===== src/rtl/serial_arith_pkg.sv =====
// Shared encodings and default width for the bit-serial arithmetic units.
package serial_arith_pkg;

    localparam int unsigned SER_W = 8;

    typedef enum logic [1:0] {
        ST_IDLE = 2'd0,
        ST_RUN  = 2'd1,
        ST_DONE = 2'd2
    } state_e;

endpackage


===== src/rtl/full_subtractor_cell.sv =====
// One-bit full subtractor: d = x - y - bin, with borrow out.
module full_subtractor_cell (
    input  logic x,
    input  logic y,
    input  logic bin,
    output logic d,
    output logic bout
);

    logic x_xor_y;

    always_comb begin
        x_xor_y = x ^ y;
        d       = x_xor_y ^ bin;
        // Borrow when x=0,y=1, or when x==y and a borrow ripples through.
        bout    = (~x & y) | (~x_xor_y & bin);
    end

endmodule


===== src/rtl/serial_subtractor.sv =====
// Bit-serial LSB-first W-bit subtractor with a start/busy/done handshake.
module serial_subtractor
    import serial_arith_pkg::*;
#(
    parameter int unsigned W = SER_W
) (
    input  logic         clk,
    input  logic         rst,
    input  logic         start,
    input  logic [W-1:0] a,
    input  logic [W-1:0] b,
    input  logic         borrow_in,
    output logic         busy,
    output logic         done,
    output logic [W-1:0] diff,
    output logic         borrow_out,
    output logic         bit_valid,
    output logic         bit_out
);

    localparam int unsigned CW = (W > 1) ? $clog2(W) : 1;
    localparam logic [CW-1:0] LastCount = CW'(W - 1);

    state_e        state_q, state_d;
    logic [CW-1:0] count_q;
    logic [W-1:0]  sa_q, sb_q, sd_q, diff_q;
    logic          br_q, borrow_out_q, bit_valid_q, bit_out_q;
    logic          cell_d, cell_bo;
    logic          in_run, accept, last;

    full_subtractor_cell u_cell (
        .x    (sa_q[0]),
        .y    (sb_q[0]),
        .bin  (br_q),
        .d    (cell_d),
        .bout (cell_bo)
    );

    assign in_run = (state_q == ST_RUN);
    // IDLE and DONE both accept; a start during RUN is dropped.
    assign accept = start && !in_run;
    assign last   = in_run && (count_q == LastCount);

    always_comb begin
        state_d = state_q;
        unique case (state_q)
            ST_IDLE: if (start) state_d = ST_RUN;
            ST_RUN:  if (last)  state_d = ST_DONE;
            ST_DONE: state_d = start ? ST_RUN : ST_IDLE;
            default: state_d = ST_IDLE;
        endcase
    end

    always_ff @(posedge clk or posedge rst) begin
        if (rst) begin
            state_q <= ST_IDLE;
        end else begin
            state_q <= state_d;
        end
    end

    always_ff @(posedge clk or posedge rst) begin
        if (rst) begin
            count_q      <= '0;
            sa_q         <= '0;
            sb_q         <= '0;
            sd_q         <= '0;
            br_q         <= 1'b0;
            diff_q       <= '0;
            borrow_out_q <= 1'b0;
            bit_valid_q  <= 1'b0;
            bit_out_q    <= 1'b0;
        end else begin
            bit_valid_q <= in_run;
            if (in_run) begin
                br_q      <= cell_bo;
                sa_q      <= sa_q >> 1;
                sb_q      <= sb_q >> 1;
                sd_q      <= {cell_d, sd_q[W-1:1]};
                count_q   <= count_q + 1'b1;
                bit_out_q <= cell_d;
            end
            // Result registers only move on the final RUN edge.
            if (last) begin
                diff_q       <= {cell_d, sd_q[W-1:1]};
                borrow_out_q <= cell_bo;
            end
            if (accept) begin
                sa_q    <= a;
                sb_q    <= b;
                br_q    <= borrow_in;
                count_q <= '0;
            end
        end
    end

    assign busy       = in_run;
    assign done       = (state_q == ST_DONE);
    assign diff       = diff_q;
    assign borrow_out = borrow_out_q;
    assign bit_valid  = bit_valid_q;
    assign bit_out    = bit_out_q;

endmodule

===== config.mk =====
export PLATFORM = sky130hd
export DESIGN_NAME = serial_subtractor
export DESIGN_NICKNAME = d
export VERILOG_FILES = /design/src/rtl/serial_arith_pkg.sv /design/src/rtl/full_subtractor_cell.sv /design/src/rtl/serial_subtractor.sv
export SDC_FILE = /design/constraint.sdc
export NUM_CORES = 1
export LEC_CHECK = 0
export BUFFER_PORTS_ARGS = -buffer_cell sky130_fd_sc_hd__buf_2
export CORE_UTILIZATION = 40
export CTS_CLUSTER_DIAMETER = 120
export DETAILED_ROUTE_END_ITERATION = 7
export HOLD_SLACK_MARGIN = 0.08
export PLACE_DENSITY = 0.58
export SLEW_MARGIN = 10
export SYNTH_ARGS = -nofsm -noshare
export SYNTH_HDL_FRONTEND = slang
export SYNTH_SLANG_ARGS = --single-unit

===== constraint.sdc =====
create_clock -name clk -period 2.2 [get_ports clk]
set_input_delay 0.44 -clock clk [delete_from_list [all_inputs] [get_ports clk]]
set_output_delay 0.44 -clock clk [all_outputs]
set_load 0.02 [all_outputs]

==> flow_metrics.py, run 1 <==
metrics = {
    "run_status": {
        "outcome": "complete, no violations",
    },
    "synth": {
        "synth_edf_count": 0,
        "synth_most_common_cell": "dfrtp_1",
        "synth_seq_cells": 39,
        "synth_warnings": 0,
        "ys_seq_area_frac": 0.5394,
        "synth_cell_types": 17,
        "syn_nets": 137,
        "ys_async_sr_fraction": 1.000,
        "synth_area_leaders": "dfrtp_1, mux2_4, mux2_2",
        "synth.top_cell.area_share": 0.5394,
        "synth_ff_type": "dfrtp_1",
        "yosysTopAreaCell": "dfrtp_1",
        "synth_cells": 114,
        "ys_top_cells_by_count": "dfrtp_1, mux2_4, mux2_2, inv_1, mux2i_1",
        "postSynthAreaPerCell_um2": 15.87,
        "netlist_area_mm2": 0.001809,
    },
    "clock_network": {
        "clockBufferDepth": 2,
        "post_cts_buffers": 0,
        "tritoncts": "yes",
        "path_clk_slew_ns": 0.07,
        "cts_buffers": 5,
        "postCtsHoldBufs": 0,
        "ctsResizeCount": 0,
        "cts_root_buf": "clkbuf_8",
        "insertion_delay_ns": 0.28,
        "clock_sinks": 39,
        "htreeDepth": 2,
    },
    "grt": {
        "grt_pass1_wl_um": 5002,
        "grt_max_degree": 40,
        "grt.overflow.total": 0,
        "grt_pass1_vias": 1077,
        "antenna_found_initial": 0,
        "grt_use_total": 0.1358,
    },
    "critical_path": {
        "critPathTopFamily": "buffers and inverters",
        "worstPathArrival_ns": 1.23,
        "crit_buf_inv": 2,
        "endpoint_kind": "output port",
        "crit_type": "flop to output port",
        "start_kind": "flop",
        "critPathRequiredTime_ns": 1.76,
        "crit_fanout": 9,
        "max_stage_delay_ns": 0.38,
        "r2r-start": "count_q[0]",
        "reg2reg_slack_ns": 0.53,
        "crit_start": "state_q[1]",
        "critPathSlowestCell": "dfrtp_1",
        "cp_cell_sequence": "nand2b_2 > inv_2 > buf_2",
    },
    "layout": {
        "seqCellArea_um2": 975.9,
        "multiInputGateArea_um2": 760.7,
        "layout-drive-gt1-share": 0.5855,
        "nFillCells": 397,
        "antenna_cells": 0,
        "syn2layout_area_growth_pct": 16.67,
        "nNetsFinal": 174,
    },
    "routing": {
        "vias": 982,
        "drt-pass1-iter-count": 3,
        "remaining_drc_errors": 0,
        "viasPerCell": 4.814,
        "first_iter_violations": 26,
        "wl_per_cell_um": 13.99,
        "wl_um": 2853,
        "ant_nets": 0,
    },
    "power": {
        "powerDensity_mw_per_mm2": 1407,
        "p_clk_frac": 0.174,
        "finalPower_uw": 2969,
        "leakage_uw": 0.001049,
        "internal_power_uw": 2037,
        "power_frac_comb": 0.411,
        "switching_share": 0.3140,
        "p_sw_uw": 932.3,
        "seqPwrFrac": 0.415,
        "irDropWorstVdd_uv": 507.9,
    },
    "timing": {
        "min_period_over_period": 0.7613,
        "hold_viol": 0,
        "period_minus_slack_ns": 1.675,
        "timing.fmax_mhz": 597.1,
        "slew_headroom": 0.6698,
        "tightestPinTransition_ns": 0.4938,
        "finalSetupViolCount": 0,
        "tns_ns": 0,
        "slew_viol_final": 0,
        "fin_skew_ns": 0.004275,
        "rsz0062_at_grt": "no",
    },
    "place": {
        "gp_congestion": 0.6750,
        "port_buffers": 32,
        "dp.final_hpwl_um": 1897,
    },
    "floorplanning": {
        "ios": 33,
        "die_area_mm2": 0.004796,
        "coreArea_mm2": 0.004354,
        "die_h_um": 69.26,
        "start_util": 0.4155,
        "dieWidth_um": 69.26,
        "num_rows": 24,
    },
    "run": {
        "maxCapViolCount": 0,
    },
    "hold_path": {
        "min_path_type": "input pin to async pin",
    },
}
## sequential cells by signal, summed over array words and instances (netlist names)
name	count
state_q	2
borrow_out	1
sb_q	8
bit_valid	1
br_q	1
sa_q	8
diff	8
sd_q	7
count_q	3
## power groups by stage
stage	clock network (µW)	logic, µW	registers, µW
finish	516	1220	1230
global route	574	1350	1280
CTS	538	1250	1240
detailed placement	0	1240	1250
global placement	0	1200	1240
floorplan	0	894	1320
## cell usage in the layout, fill, tap and decap left out
master	netlist	layout
ha_1	2	2
nand2b_1	1	1
buf_2	1	32
nor2_1	2	2
clkbuf_1	0	1
nand3b_1	1	1
inv_2	1	1
nor2b_1	3	3
dfrtp_1	39	39
mux2_4	25	25
clkbuf_8	0	7
nand2b_2	1	1
buf_4	1	3
mux2_2	20	20
inv_1	6	6
o22ai_1	1	1
mux2i_1	6	6
fa_1	1	1
## cell families (layout without fill, tap and decap cells)
family	Yosys count	after routing	synth area share
adder cells (fa/ha/maj)	3	3	0.02489
multiplexers	51	51	0.3651
flip-flops	39	39	0.5394
buffers and inverters	12	50	0.04011
AND/OR/NAND/NOR	8	8	0.02698
AO/OA/AOI/OAI	1	1	0.003460
## final cells by class
type / instances / area share
clock buffer: 8 / 0.04742
inverter: 7 / 0.01245
multi-input combinational: 63 / 0.3604
sequential: 39 / 0.4624
tap: 52 / 0.03082
timing repair buffer: 35 / 0.08654
## worst register-to-register path, delay by kind of cell (launching register included)
kind | cells | cell delay [ns]
DFF | 1 | 0.40
adders and majority gates | 2 | 0.40
muxes | 1 | 0.39
and+or+nand+nor | 1 | 0.37
## worst paths after layout
kind	cells after the start	end
setup / recovery	3	busy
hold / removal	3	diff[1]
setup reg to reg	4	diff[3]
hold reg to reg	1	count_q[0]
max in group asynchronous	3	sa_q[6]
min in group clk	3	sa_q[7]
## through the flow
step,hold WS [ns],cell area [µm²],cells,util,setup slack (ns)
floorplan,0.4528,1809,114,-,0.7163
global placement,0.4661,2011,196,0.4618,0.5549
detailed placement,0.4915,2011,196,0.4618,0.5122
CTS,0.2751,2111,204,0.4848,0.5022
global route,0.2888,2111,204,0.4848,0.4198
finish,0.2567,2111,204,0.4848,0.5251
## layer usage
layer  up-vias  global-route usage  part of all wire
met3         6             0.04797             0.044
met4         0             0.06803             0.021
met5         -                   0                 0
met1       495              0.1641              0.45
li1        464                   -                 -
met2        17              0.2147              0.48
No activity file was read; power rests on OpenSTA's default activity.
==> run 2, diff against run 1 <==
PLACE_DENSITY = 0.6   (was 0.58)
clock period = 1.5 ns   (was 2.2 ns; I/O delays follow)
==> flow_metrics.py, run 2 (synthesized netlist as in run 1, its figures left out) <==
metrics = {
    "place": {
        "gp_congestion": 0.7754,
        "dpl_cell_area_mm2": 0.002051,
        "dp.final_hpwl_um": 1978,
        "port_buffers": 32,
    },
    "layout": {
        "syn2layout_area_growth_pct": 22.55,
        "layout_commonest_cell": "dfrtp_1",
        "nFillCells": 368,
        "fin_area_mm2": 0.002217,
        "antenna_cells": 0,
        "mostFrequentLayoutCells": "dfrtp_1, mux2_4, buf_2",
        "layout-drive-gt1-share": 0.6101,
        "final_core_util": 0.5092,
        "nNetsFinal": 181,
    },
    "grt": {
        "grt_pass1_wl_um": 5699,
        "grt_pass1_vias": 1126,
        "grt.overflow.total": 0,
        "grt_max_degree": 40,
        "antenna_found_initial": 0,
        "grt_use_total": 0.1552,
    },
    "floorplanning": {
        "ios": 33,
        "die_area_mm2": 0.004796,
        "die_h_um": 69.26,
        "num_rows": 24,
        "start_util": 0.4155,
        "dieWidth_um": 69.26,
        "coreArea_mm2": 0.004354,
    },
    "routing": {
        "dr_wl_met3_um": 178,
        "viasPerCell": 4.834,
        "drt-met1-wl_um": 1502,
        "wl_per_cell_um": 15.32,
        "ant_nets": 0,
        "dr_wl_met2_um": 1489,
        "remaining_drc_errors": 0,
        "wl_um": 3233,
        "first_iter_violations": 66,
        "highest_layer": "met4",
        "drt-pass1-iter-count": 4,
        "vias": 1020,
    },
    "timing": {
        "finalSetupViolCount": 0,
        "timing.fmax_mhz": 680.8,
        "tightestPinTransition_ns": 0.4842,
        "holdWs_ns": 0.1114,
        "slew_viol_final": 0,
        "rsz0062_at_grt": "yes",
        "hold_viol": 0,
        "fin_skew_ns": 0.006696,
        "min_period_over_period": 0.9793,
        "slew_headroom": 0.6772,
        "period_minus_slack_ns": 1.469,
    },
    "power": {
        "irDropWorstVdd_uv": 987.2,
        "leakage_uw": 0.001125,
        "powerDensity_mw_per_mm2": 2055,
    },
    "clock_network": {
        "insertion_delay_ns": 0.29,
        "path_clk_slew_ns": 0.08,
        "clock_sinks": 39,
        "clockBufferDepth": 2,
        "cts_buffers": 5,
        "cts_root_buf": "clkbuf_8",
        "htreeDepth": 2,
        "tritoncts": "yes",
        "postCtsHoldBufs": 0,
    },
    "critical_path": {
        "r2r-start": "count_q[0]",
        "critPathRequiredTime_ns": 1.67,
        "reg2reg_slack_ns": 0.03,
        "endpoint_kind": "flop",
        "crit_type": "flop to flop",
        "critPathSlowestCell": "dfrtp_1",
        "max_stage_delay_ns": 0.39,
        "start_kind": "flop",
        "r2r_cells": 5,
        "r2r-end": "diff[5]",
        "cp_cell_sequence": "ha_2 > ha_4 > nand3b_1 > buf_6 > mux2_4",
        "crit_fanout": 5,
        "worstPathArrival_ns": 1.64,
    },
    "hold_path": {
        "min_path_type": "input pin to async pin",
    },
    "run": {
        "maxCapViolCount": 0,
    },
    "run_status": {
        "outcome": "complete, no violations",
    },
}
==> run 2: cell types whose count changed in the layout (fill, tap and decap cells not counted), sizes merged <==
cell,before,now
buf,35,42
clkbuf,8,7
inv,7,6
clkinv,0,2
==> run 2: report_power, final <==
part / internal (µW) / total, µW / switching (µW)
sequential: 1540 / 1830 / 292
clock: 326 / 679 / 353
combinational: 1210 / 2040 / 837
==> run 2: final cells by class <==
cell class	count	area, µm²	area share
Tap cell	52	65.06	0.02935
Sequential cell	39	975.9	0.4402
Clock inverter	1	5.005	0.002257
Timing Repair Buffer	42	257.7	0.1163
Inverter	7	31.28	0.01411
Multi-Input combinational cell	63	805.8	0.3634
Clock buffer	7	76.32	0.03442
==> run 2: how the worst max path moves through the flow <==
| stage | start | to | slack, ns | cells past startpoint |
|---|---|---|---|---|
| 3_5_place_dp | count_q[0] | diff[5] | -0.01 | 5 |
| 6_report | count_q[0] | diff[5] | 0.03 | 5 |
| 5_1_grt | count_q[0] | diff[2] | -0.01 | 5 |
| 3_3_place_gp | count_q[0] | diff[0] | 0.02 | 5 |
| 4_1_cts | count_q[0] | diff[1] | -0.01 | 6 |
| 2_1_floorplan | count_q[0] | diff[0] | 0.02 | 5 |
==> run 2: per-stage QoR <==
stage	setup TNS (ns)	worst slack (ns)	instances	total power, µW
after global placement	0	0.01686	198	3636
final	0	0.03111	211	4556
after CTS	-0.07624	-0.01448	210	4561
after global routing	-0.04352	-0.01418	211	4895
after floorplan	0	0.01627	114	3244
after detailed placement	-0.07628	-0.01378	198	3687
==> run 2: what timing repair did <==
item	in CTS	in global routing
buffers inserted	3	3
pin swaps	1	1
gates cloned	1	0
resized for setup	12	6
setup endpoints to repair	9	9
==> run 2: layer usage <==
layer | vias up | GRT usage
met5 | - | 0
met1 | 507 | 0.2044
met3 | 7 | 0.05669
met4 | 0 | 0.06803
li1 | 479 | -
met2 | 27 | 0.2298
==> run 2: critical path, delay by kind of cell (launching register included) <==
family,cells,cell delay (ns)
mux,1,0.30
buf+inv,1,0.16
flops,1,0.39
simple gates,1,0.14
fa+ha+maj,2,0.36
==> run 3, diff against run 2 <==
CORE_ASPECT_RATIO = 1.75   (was not set)
==> flow_metrics.py, run 3 (synthesized netlist as in run 1, its figures left out) <==
metrics = {
    "grt": {
        "antenna_found_initial": 0,
        "grt_max_degree": 40,
        "grt_use_total": 0.1613,
        "grt.overflow.total": 0,
        "grt_pass1_wl_um": 5526,
        "grt_pass1_vias": 1185,
    },
    "critical_path": {
        "crit_type": "flop to output port",
        "cp_cell_sequence": "nand2b_2 > inv_4 > buf_2",
        "critPathSlowestCell": "dfrtp_1",
        "endpoint_kind": "output port",
        "critPathRequiredTime_ns": 1.20,
        "cp.depth": 3,
        "max_stage_delay_ns": 0.38,
        "r2r_cells": 5,
        "worstPathArrival_ns": 1.17,
        "start_kind": "flop",
        "critPathTopFamily": "flip-flops",
        "crit_fanout": 6,
        "crit_buf_inv": 2,
    },
    "power": {
        "powerDensity_mw_per_mm2": 2027,
        "switching_share": 0.3257,
        "finalPower_uw": 4406,
        "internal_power_uw": 2971,
        "p_clk_frac": 0.144,
        "irDropWorstVdd_uv": 1189,
        "leakage_uw": 0.001076,
        "seqPwrFrac": 0.417,
        "power_frac_comb": 0.440,
        "p_sw_uw": 1435,
    },
    "floorplanning": {
        "num_rows": 32,
        "die_h_um": 90.97,
        "die_area_mm2": 0.004807,
        "start_util": 0.4146,
        "coreArea_mm2": 0.004364,
        "ios": 33,
        "dieWidth_um": 52.84,
    },
    "timing": {
        "slew_viol_final": 0,
        "period_minus_slack_ns": 1.473,
        "fin_skew_ns": 0.005803,
        "rsz0062_at_grt": "yes",
        "timing.fmax_mhz": 679.0,
        "hold_viol": 0,
        "min_period_over_period": 0.9818,
        "tns_ns": 0,
        "slew_headroom": 0.6639,
        "tightestPinTransition_ns": 0.5041,
        "finalSetupViolCount": 0,
    },
    "clock_network": {
        "tritoncts": "yes",
        "clockBufferDepth": 2,
        "cts_buffers": 5,
        "htreeDepth": 2,
        "insertion_delay_ns": 0.28,
        "cts_root_buf": "clkbuf_8",
        "clock_sinks": 39,
        "path_clk_slew_ns": 0.07,
    },
    "place": {
        "gp_congestion": 0.6912,
        "placed_cells": 199,
        "port_buffers": 32,
        "dpl_cell_area_mm2": 0.002064,
        "dp.final_hpwl_um": 2293,
    },
    "routing": {
        "remaining_drc_errors": 0,
        "ant_nets": 0,
        "wl_um": 3301,
        "first_iter_violations": 27,
        "drt-pass1-iter-count": 4,
        "vias": 1035,
        "viasPerCell": 5.000,
        "wl_per_cell_um": 15.95,
    },
    "layout": {
        "nNetsFinal": 180,
        "fin_area_mm2": 0.002173,
        "layout-drive-gt1-share": 0.6090,
        "layout_commonest_cell": "dfrtp_1",
        "final_core_util": 0.4980,
        "antenna_cells": 0,
        "mostFrequentLayoutCells": "dfrtp_1, buf_2, mux2_4",
        "instances_no_fill": 207,
        "syn2layout_area_growth_pct": 20.12,
    },
    "run": {
        "maxCapViolCount": 0,
    },
    "hold_path": {
        "min_path_type": "input pin to async pin",
    },
    "run_status": {
        "outcome": "complete, no violations",
    },
}
[run 3: changes by cell type in the layout (fill, tap and decap cells not counted)]
cell,before,now
mux2_2,12,19
mux2_4,33,26
buf_6,2,0
buf_12,1,2
buf_2,31,32
buf_4,8,7
clkbuf_1,2,1
clkinv_2,1,0
clkinv_4,1,0
inv_4,0,1
[run 3: worst register-to-register path: cells and delay by family, from the launching register on]
family / cells / cell delay [ns]
fa+ha+maj: 2 / 0.36
flops: 1 / 0.40
simple gates: 1 / 0.12
mux: 1 / 0.33
buf+inv: 1 / 0.14
[run 3: worst paths after layout]
path,from,end,slack [ns]
max,state_q[1],busy,0.03
min,rst,sb_q[4],0.13
max reg2reg,count_q[0],diff[7],0.03
min reg2reg,count_q[0],count_q[0],0.49
max in group asynchronous,rst,diff[5],1.02
min in group clk,b[7],sb_q[7],0.27
[run 3: cell type report]
type,count,area [µm²]
inverters,7,28.78
clock buffers,6,72.57
flip-flops and latches,39,975.9
fillers,395,2191
multi-input cells,63,779.5
repair buffers,41,252.7
well taps,51,63.81
[run 3: timing repair]
item                                    in CTS  in global routing
endpoints found under the setup margin       9                  9
hold buffers                                 0                  0
setup buffers                                1                  1
gates resized for setup                      3                  2
pin swaps                                    0                  0
[run 3: stage by stage]
step | setup slack (ns) | hold WS (ns)
3_3_place_gp | 0.01369 | 0.4286
6_report | 0.02726 | 0.1271
3_5_place_dp | -0.03269 | 0.4456
4_1_cts | 0.008555 | 0.1423
5_1_grt | -0.04608 | 0.1592
2_1_floorplan | 0.01627 | 0.4528
[run 3: per-layer routing]
layer | routed length [µm] | global-route usage | up-vias | part of all wire
li1 | - | - | 474 | -
met2 | 1716 | 0.2637 | 26 | 0.52
met4 | 52 | 0.06579 | 0 | 0.016
met3 | 157 | 0.05695 | 4 | 0.048
met5 | 0 | 0 | - | 0
met1 | 1375 | 0.1849 | 531 | 0.42
[run 3: power groups by stage]
stage	registers [µW]	logic [µW]	clock network, µW
CTS	1840	1950	667
finish	1840	1940	632
global placement	1810	1830	0
floorplan	1930	1310	0
detailed placement	1850	1900	0
global route	1900	2110	692
